==> src/rtl/cgr_pkg.sv <==
// Shared CGR definitions: k-mer length, symbol encoding and the decoder FSM states.
// Also used by the CGR address generator.
package cgr_pkg;

    localparam int CGR_DATA_LEN = 8;
    localparam int SYM_W        = 2;

    localparam logic [SYM_W-1:0] SYM_A = 2'b00;
    localparam logic [SYM_W-1:0] SYM_C = 2'b01;
    localparam logic [SYM_W-1:0] SYM_G = 2'b10;
    localparam logic [SYM_W-1:0] SYM_T = 2'b11;

    typedef enum logic {
        IDLE  = 1'b0,
        SHIFT = 1'b1
    } state_e;

endpackage

==> src/rtl/cgr_coord_unshift.sv <==
// One CGR coordinate: parallel load, then shift right so bit 0 (the oldest symbol bit)
// is always presented first.
module cgr_coord_unshift #(
    parameter int W = 8
) (
    input  logic         clk,
    input  logic         rst,
    input  logic         load,
    input  logic         shift,
    input  logic [W-1:0] d,
    output logic         bit0
);

    logic [W-1:0] sr_q;
    logic [W-1:0] sr_d;

    // Load wins over shift so a back-to-back reload replaces the spent coordinate.
    always_comb begin
        sr_d = sr_q;
        if (load) begin
            sr_d = d;
        end else if (shift) begin
            sr_d = sr_q >> 1;
        end
    end

    always_ff @(posedge clk or posedge rst) begin
        if (rst) begin
            sr_q <= '0;
        end else begin
            sr_q <= sr_d;
        end
    end

    assign bit0 = sr_q[0];

endmodule

==> src/rtl/cgr_decoder.sv <==
// CGR address decoder: replays the DATA_LEN symbols behind a {addr_x, addr_y} address,
// oldest first.
//
// Handshakes: a transfer happens on a rising edge where valid and ready are both high;
// valid, once raised, holds its payload until the transfer; ready may depend on valid.
module cgr_decoder
    import cgr_pkg::*;
#(
    parameter int DATA_LEN = CGR_DATA_LEN
) (
    input  logic                    CLK,
    input  logic                    RST,
    input  logic [2*DATA_LEN-1:0]   addr_in,
    input  logic                    addr_valid,
    output logic                    addr_ready,
    output logic [SYM_W-1:0]        symbol,
    output logic                    symbol_valid,
    input  logic                    symbol_ready,
    output logic                    symbol_last,
    output logic                    busy
);

    localparam int ADDR_W = 2 * DATA_LEN;
    localparam int CNT_W  = (DATA_LEN > 1) ? $clog2(DATA_LEN) : 1;
    localparam logic [CNT_W-1:0] CNT_LAST = CNT_W'(DATA_LEN - 1);

    state_e           state_q;
    state_e           state_d;
    logic [CNT_W-1:0] cnt_q;
    logic [CNT_W-1:0] cnt_d;

    logic x_bit0;
    logic y_bit0;
    logic at_last;
    logic load;
    logic shift;

    assign at_last    = (state_q == SHIFT) && (cnt_q == CNT_LAST);
    assign addr_ready = (state_q == IDLE) || (at_last && symbol_ready);
    assign load       = addr_valid && addr_ready;
    assign shift      = (state_q == SHIFT) && symbol_ready && !at_last;

    cgr_coord_unshift #(.W(DATA_LEN)) u_x (
        .clk   (CLK),
        .rst   (RST),
        .load  (load),
        .shift (shift),
        .d     (addr_in[ADDR_W-1:DATA_LEN]),
        .bit0  (x_bit0)
    );

    cgr_coord_unshift #(.W(DATA_LEN)) u_y (
        .clk   (CLK),
        .rst   (RST),
        .load  (load),
        .shift (shift),
        .d     (addr_in[DATA_LEN-1:0]),
        .bit0  (y_bit0)
    );

    always_ff @(posedge CLK or posedge RST) begin
        if (RST) begin
            state_q <= IDLE;
            cnt_q   <= '0;
        end else begin
            state_q <= state_d;
            cnt_q   <= cnt_d;
        end
    end

    always_comb begin
        state_d = state_q;
        cnt_d   = cnt_q;
        case (state_q)
            IDLE: begin
                if (load) begin
                    state_d = SHIFT;
                    cnt_d   = '0;
                end
            end
            SHIFT: begin
                if (load) begin
                    cnt_d = '0;
                end else if (shift) begin
                    cnt_d = cnt_q + 1'b1;
                end else if (at_last && symbol_ready) begin
                    state_d = IDLE;
                end
            end
            default: begin
                state_d = IDLE;
                cnt_d   = '0;
            end
        endcase
    end

    // Symbol is forced to zero outside SHIFT so IDLE never shows stale shifter bits.
    always_comb begin
        symbol_valid = 1'b0;
        symbol       = '0;
        symbol_last  = 1'b0;
        busy         = 1'b0;
        case (state_q)
            SHIFT: begin
                symbol_valid = 1'b1;
                symbol       = {x_bit0, y_bit0};
                symbol_last  = at_last;
                busy         = 1'b1;
            end
            default: begin
            end
        endcase
    end

endmodule

==> config.mk <==
export PLATFORM = sky130hd
export DESIGN_NAME = cgr_decoder
export DESIGN_NICKNAME = d
export VERILOG_FILES = /design/src/rtl/cgr_pkg.sv /design/src/rtl/cgr_coord_unshift.sv /design/src/rtl/cgr_decoder.sv
export SDC_FILE = /design/constraint.sdc
export NUM_CORES = 1
export LEC_CHECK = 0
export ABC_AREA = 1
export CAP_MARGIN = 15
export CORE_ASPECT_RATIO = 0.8
export CORE_MARGIN = 4
export CORE_UTILIZATION = 51
export CTS_CLUSTER_SIZE = 24
export DETAILED_ROUTE_END_ITERATION = 7
export GPL_TIMING_DRIVEN = 0
export PLACE_DENSITY = 0.79
export SLEW_MARGIN = 20
export SYNTH_ARGS = -nofsm -noshare
export SYNTH_HDL_FRONTEND = slang
export SYNTH_SLANG_ARGS = --single-unit
==> constraint.sdc <==
create_clock -name CLK -period 5.2 [get_ports CLK]
set_clock_uncertainty 0.05 [all_clocks]
set_input_delay 1.56 -clock CLK [delete_from_list [all_inputs] [get_ports CLK]]
set_output_delay 1.56 -clock CLK [all_outputs]
set_load 0.005 [all_outputs]
==> results of run 1 <==
## how the worst max path moves through the flow
stage	from	slack, ns	cells past startpoint	to
2_1_floorplan	symbol_ready	1.67	3	addr_ready
5_1_grt	symbol_ready	0.46	5	addr_ready
6_report	symbol_ready	0.54	5	addr_ready
3_5_place_dp	symbol_ready	0.53	5	addr_ready
3_3_place_gp	symbol_ready	0.54	5	addr_ready
4_1_cts	symbol_ready	0.52	5	addr_ready
## cells by family (layout without fill, tap and decap cells)
group	Yosys count	in the layout	synth area share, %
and+or+nand+nor	80	80	37.8
buffers and inverters	18	45	9.35
AOI/OAI and AO/OA	1	1	0.498
adders and majority gates	2	2	2.49
DFF	20	20	49.9
## worst max-delay path: cells and delay by family
family	cells	cell delay, ns
buffers and inverters	3	1.26
and+or+nand+nor	2	0.23
## per-stage QoR
| step | instances | total power [mW] | hold slack [ns] | utilization, % |
|---|---|---|---|---|
| 6_report | 172 | 0.584 | 0.449 | 69.2 |
| 5_1_grt | 172 | 0.631 | 0.478 | 69.2 |
| 4_1_cts | 172 | 0.589 | 0.452 | 69.2 |
| 3_5_place_dp | 169 | 0.514 | 0.431 | 68.0 |
| 3_3_place_gp | 169 | 0.500 | 0.413 | 68.0 |
| 2_1_floorplan | 121 | 0.420 | 0.392 | - |
## routing by layer
| metal | GRT usage (%) | vias to the layer above | wire (um) |
|---|---|---|---|
| li1 | - | 457 | - |
| met1 | 21.0 | 420 | 1020 |
| met2 | 31.3 | 22 | 1020 |
| met3 | 6.20 | 4 | 150 |
| met4 | 4.17 | 0 | 17 |
| met5 | 0 | - | 0 |
## sequential cells by signal, indices dropped and copies added, names as in the netlist
name / flops
cnt_q: 3
state_q: 1
u_x.sr_q: 8
u_y.sr_q: 8
## cell type report
type,instances,share of cell area (%)
inverters,10,2.90
repair buffers,24,18.5
flip-flops and latches,20,38.6
well taps,24,2.32
plain buffers,8,4.34
clock buffers,3,1.74
multi-input cells,83,31.6
## layout by cell type, fill, tap and decap left out
master | netlist | final
sky130_fd_sc_hd__nand3_1 | 46 | 46
sky130_fd_sc_hd__nand2_1 | 27 | 27
sky130_fd_sc_hd__nor2_1 | 4 | 4
sky130_fd_sc_hd__clkdlybuf4s50_1 | 0 | 24
sky130_fd_sc_hd__clkbuf_4 | 0 | 3
sky130_fd_sc_hd__dfrtp_1 | 20 | 20
sky130_fd_sc_hd__buf_2 | 3 | 3
sky130_fd_sc_hd__nand2_4 | 2 | 2
sky130_fd_sc_hd__inv_1 | 9 | 9
sky130_fd_sc_hd__nand3_2 | 1 | 1
sky130_fd_sc_hd__inv_2 | 1 | 1
sky130_fd_sc_hd__a21oi_1 | 1 | 1
sky130_fd_sc_hd__ha_1 | 2 | 2
sky130_fd_sc_hd__buf_4 | 2 | 2
sky130_fd_sc_hd__buf_6 | 2 | 2
sky130_fd_sc_hd__clkbuf_1 | 1 | 1
## power by group
| part | internal [mW] | switching [mW] |
|---|---|---|
| clock network | 0.0271 | 0.0462 |
| logic | 0.120 | 0.139 |
| registers | 0.216 | 0.0355 |
==> results.cfg, run 1 <==
[synthesis]
synth_cell_count_leaders = sky130_fd_sc_hd__nand3_1, sky130_fd_sc_hd__nand2_1, sky130_fd_sc_hd__dfrtp_1
synth-edff-count = 0
mappedNetlistArea_um2 = 1000
netlist.top_cell.by_area = sky130_fd_sc_hd__dfrtp_1
postSynthCellCount = 121
synth_nets = 143
synth-main-ff-cell = sky130_fd_sc_hd__dfrtp_1
synth_largest_type_area_fraction_pct = 49.9
ys_top_cells_by_area = sky130_fd_sc_hd__dfrtp_1, sky130_fd_sc_hd__nand3_1, sky130_fd_sc_hd__nand2_1
synth-seq-area-share_pct = 49.9
synth_cell_types = 14
yosysMostFrequentCell = sky130_fd_sc_hd__nand3_1
synth_warnings = 0
synth.avg_cell_area_um2 = 8.29
ys_ff_latch = 20
synth_async_sr_flop_share_pct = 100

[placement]
buffers_on_ports = 24
placedInstanceArea_um2 = 1270
pre_cts_ws_ns = 0.532
finalWeightedCongestion = 0.766
dp_hpwl_um = 1550

[sta]
final_hold_viol_count = 0
finalSetupTns_ns = 0
grt_setup_unrepaired = false
final_period_minus_worst_setup_slack_ns = 4.66
max-slew-margin-rel_pct = 47.9
timing_worst_slew_pin_value_ns = 0.780
maxClockFrequency_ghz = 0.214
period_share_pct = 89.7
setup-violations-final = 0
setup_ws_ns = 0.537
final-max-slew-violation-count = 0

[grt]
antenna_violations_before_repair = 0
globalRouteOverflowTotal = 0
grt_pass1_vias = 781
grt_first_pass_wirelength_um = 3510
grt_max_degree = 21
grt_util_all_layers_pct = 17.6

[critical_path]
critical_path.reg2reg.endpoint = u_x.sr_q[1]
critPathArrivalTime_ns = 3.05
timing.critical_path.to_type = output pin
criticalPathCategory = in -> out
setup.worst_path.start_class = input pin
crit_path_required_time_ns = 3.59
ff2ff_setup_slack_ns = 3.54
cp_cell_sequence = clkdlybuf4s50_1, nand2_1, nand2_4, buf_2, clkdlybuf4s50_1
worst_r2r_path_depth = 8
critPathSlowestCell = sky130_fd_sc_hd__clkdlybuf4s50_1
critPathMostFrequentCell = sky130_fd_sc_hd__clkdlybuf4s50_1
largest_incremental_delay_on_the_critical_path_ns = 0.53
worst_r2r_startpoint = cnt_q[0]
critPathMaxFanout = 10

[detailed_routing]
drt_wl_total_um = 2210
routed_via_density = 5.25
vias = 903
drc_errors = 0
initialDrtViolationCount = 18
detailedRoute.firstPassIterationCount = 4
route.detailed.wl_per_inst_um = 12.8
detail-route-antenna-nets = 0

[finish]
final_layout_fill_cell_count = 162
layout.cell_area.non_filler_um2 = 1300
drive_above_1_share_pct = 9.46
antenna_cells_inserted = 0
numnets_final = 172
syn_to_final_growth_pct = 29.2
multiInputGateArea_um2 = 409
regArea_um2 = 500

[power]
power_density_nw_per_um2 = 451
power.static_leakage_nw = 0.658
ir_drop_v = 0.000259

[run]
drv.max_cap_violation_count = 0

[outcome]
run_status = completed

[clock_network]
numClockSinks = 20
numCtsBuffers = 3
root_buffer = sky130_fd_sc_hd__clkbuf_4
cts_post_setup_buffers_inserted = 0
insertion_delay_ns = 0.31
clock_path_buffers = 2
clkSlewWorstSetupHoldPaths_ns = 0.11
clock_tree_from_tritoncts = done
cts_htree_levels = 1
post_cts.resized_instances = 0
post_cts_hold_buffer_count = 0

[floorplanning]
pin_count = 26
placement_rows = 14
floorplan.die.width_um = 57.6
die_area_um2 = 2750
die_h_um = 47.7
placeableCoreArea_um2 = 1870
start_util_pct = 53.5

[worst_hold_path]
min_path_cells = 2
timing.hold.worst_endpoint = u_x.sr_q[0]
hold_path.startpoint = u_x.sr_q[1]
worst_hold_class = reg -> reg
Power figures use the tool's default switching activity.
==> inputs of run 2 (changes only) <==
--- a/config.mk
+++ b/config.mk
@@ -12,7 +12,6 @@
 export CORE_UTILIZATION = 51
 export CTS_CLUSTER_SIZE = 24
 export DETAILED_ROUTE_END_ITERATION = 7
-export GPL_TIMING_DRIVEN = 0
 export PLACE_DENSITY = 0.79
 export SLEW_MARGIN = 20
 export SYNTH_ARGS = -nofsm -noshare
==> run 2 against run 1 <==
  * Final cell count is 3.5% lower
  * Clock power up 75%
  * Worst setup slack better by 0.13 ns
  * Largest cell class unchanged
  * Largest power group is now registers
==> results.cfg, run 2 (same netlist as run 1, synthesis figures left out) <==
[finish]
layout.cells.most_common = sky130_fd_sc_hd__nand3_1
layout.cell_area.non_filler_um2 = 1280
drive_above_1_share_pct = 5.63
antenna_cells_inserted = 0
syn_to_final_growth_pct = 27.6
commonest_non_fill_non_tap_cells_in_the_layout = sky130_fd_sc_hd__nand3_1, sky130_fd_sc_hd__nand2_1, sky130_fd_sc_hd__clkdlybuf4s50_1, sky130_fd_sc_hd__dfrtp_1, sky130_fd_sc_hd__inv_1
largest_registers = u_x.sr_q x8, u_y.sr_q x8, cnt_q x3
numnets_final = 165

[grt]
antenna_violations_before_repair = 0
grt_util_all_layers_pct = 18.2
globalRouteOverflowTotal = 0
grt_max_degree = 23
grt_first_pass_wirelength_um = 3650
grt_pass1_vias = 840

[floorplanning]
placeableCoreArea_um2 = 1870
pin_count = 26
placement_rows = 14
die_h_um = 47.7
die_area_um2 = 2750
floorplan.die.width_um = 57.6
start_util_pct = 53.5

[critical_path]
worst_r2r_startpoint = cnt_q[0]
criticalPathCategory = in -> out
critPathMaxFanout = 19
critPathArrivalTime_ns = 2.92
ff2ff_setup_slack_ns = 3.25
timing.critical_path.to_type = output pin
critical_path.reg2reg.endpoint = u_x.sr_q[2]
worst_r2r_path_depth = 7
setup.worst_path.start_class = input pin
crit_path_required_time_ns = 3.59

[outcome]
run_status = completed

[worst_hold_path]
min_path_cells = 1
hold_path.startpoint = cnt_q[0]
timing.hold.worst_endpoint = cnt_q[0]
worst_hold_class = reg -> reg

[sta]
setup-violations-final = 0
final.hold.worst_slack_ns = 0.432
max-slew-margin-rel_pct = 48.0
period_share_pct = 87.2
final_hold_viol_count = 0
maxClockFrequency_ghz = 0.221
final-max-slew-violation-count = 0
final_period_minus_worst_setup_slack_ns = 4.53
finalSetupTns_ns = 0
grt_setup_unrepaired = false
timing_worst_slew_pin_value_ns = 0.779

[clock_network]
post_cts.resized_instances = 0
numCtsBuffers = 3
post_cts_hold_buffer_count = 0
cts_post_setup_buffers_inserted = 0
clock_tree_from_tritoncts = done
numClockSinks = 20
clkSlewWorstSetupHoldPaths_ns = 0.12
cts_htree_levels = 1
root_buffer = sky130_fd_sc_hd__clkbuf_4
clock_path_buffers = 2
insertion_delay_ns = 0.31

[detailed_routing]
route.detailed.wl_per_inst_um = 12.6
drc_errors = 0
detailedRoute.firstPassIterationCount = 4
detail-route-antenna-nets = 0
routed_via_density = 5.31
vias = 882
initialDrtViolationCount = 15
drt_wl_total_um = 2100

[placement]
buffers_on_ports = 25
placedInstanceArea_um2 = 1230
dp_hpwl_um = 1370
finalWeightedCongestion = 0.757

[power]
power_density_nw_per_um2 = 480
power.static_leakage_nw = 0.641
ir_drop_v = 0.000369

[run]
drv.max_cap_violation_count = 0
## run 2: final cells by class
cell class / instances / area [um2]
flip-flops and latches: 20 / 500
multi-input cells: 83 / 409
repair buffers: 25 / 250
inverters: 10 / 37.5
clock buffers: 3 / 22.5
well taps: 24 / 30.0
fillers: 154 / 594
clock inverters: 1 / 30.0
## run 2: worst max-delay path by stage
stage                            start          to  slack, ns
after floorplan           symbol_ready  addr_ready       1.67
after global placement    symbol_ready  addr_ready       0.71
after detailed placement  symbol_ready  addr_ready       0.67
after CTS                 symbol_ready  addr_ready       0.67
after global routing      symbol_ready  addr_ready       0.60
final                     symbol_ready  addr_ready       0.67
## run 2: critical path, cell delays in order
cell and delay, ns:
sky130_fd_sc_hd__clkdlybuf4s50_1 0.50, sky130_fd_sc_hd__nand2_1 0.10, sky130_fd_sc_hd__nand2_4 0.20, sky130_fd_sc_hd__clkdlybuf4s50_1 0.55
## run 2: stage by stage
stage / total power [mW] / instances / util, % / setup slack, ns
2_1_floorplan: 0.420 / 121 / - / 1.67
3_3_place_gp: 0.480 / 162 / 65.5 / 0.712
3_5_place_dp: 0.491 / 162 / 65.5 / 0.675
4_1_cts: 0.622 / 166 / 68.3 / 0.665
5_1_grt: 0.673 / 166 / 68.3 / 0.603
6_report: 0.614 / 166 / 68.3 / 0.668
## run 2: power breakdown
part | total (mW) | switching [mW] | internal, mW
sequential | 0.250 | 0.0339 | 0.216
combinational | 0.237 | 0.132 | 0.104
clock | 0.128 | 0.0497 | 0.0780
## run 2: metal layers
layer / GRT usage [%] / routed length [um] / vias up / part of all wire [%]
met3: 5.93 / 165 / 0 / 7.9
met5: 0 / 0 / - / 0
met1: 19.3 / 829 / 414 / 40
met2: 36.3 / 1100 / 29 / 52
met4: 4.17 / 0 / 0 / 0
li1: - / - / 439 / -
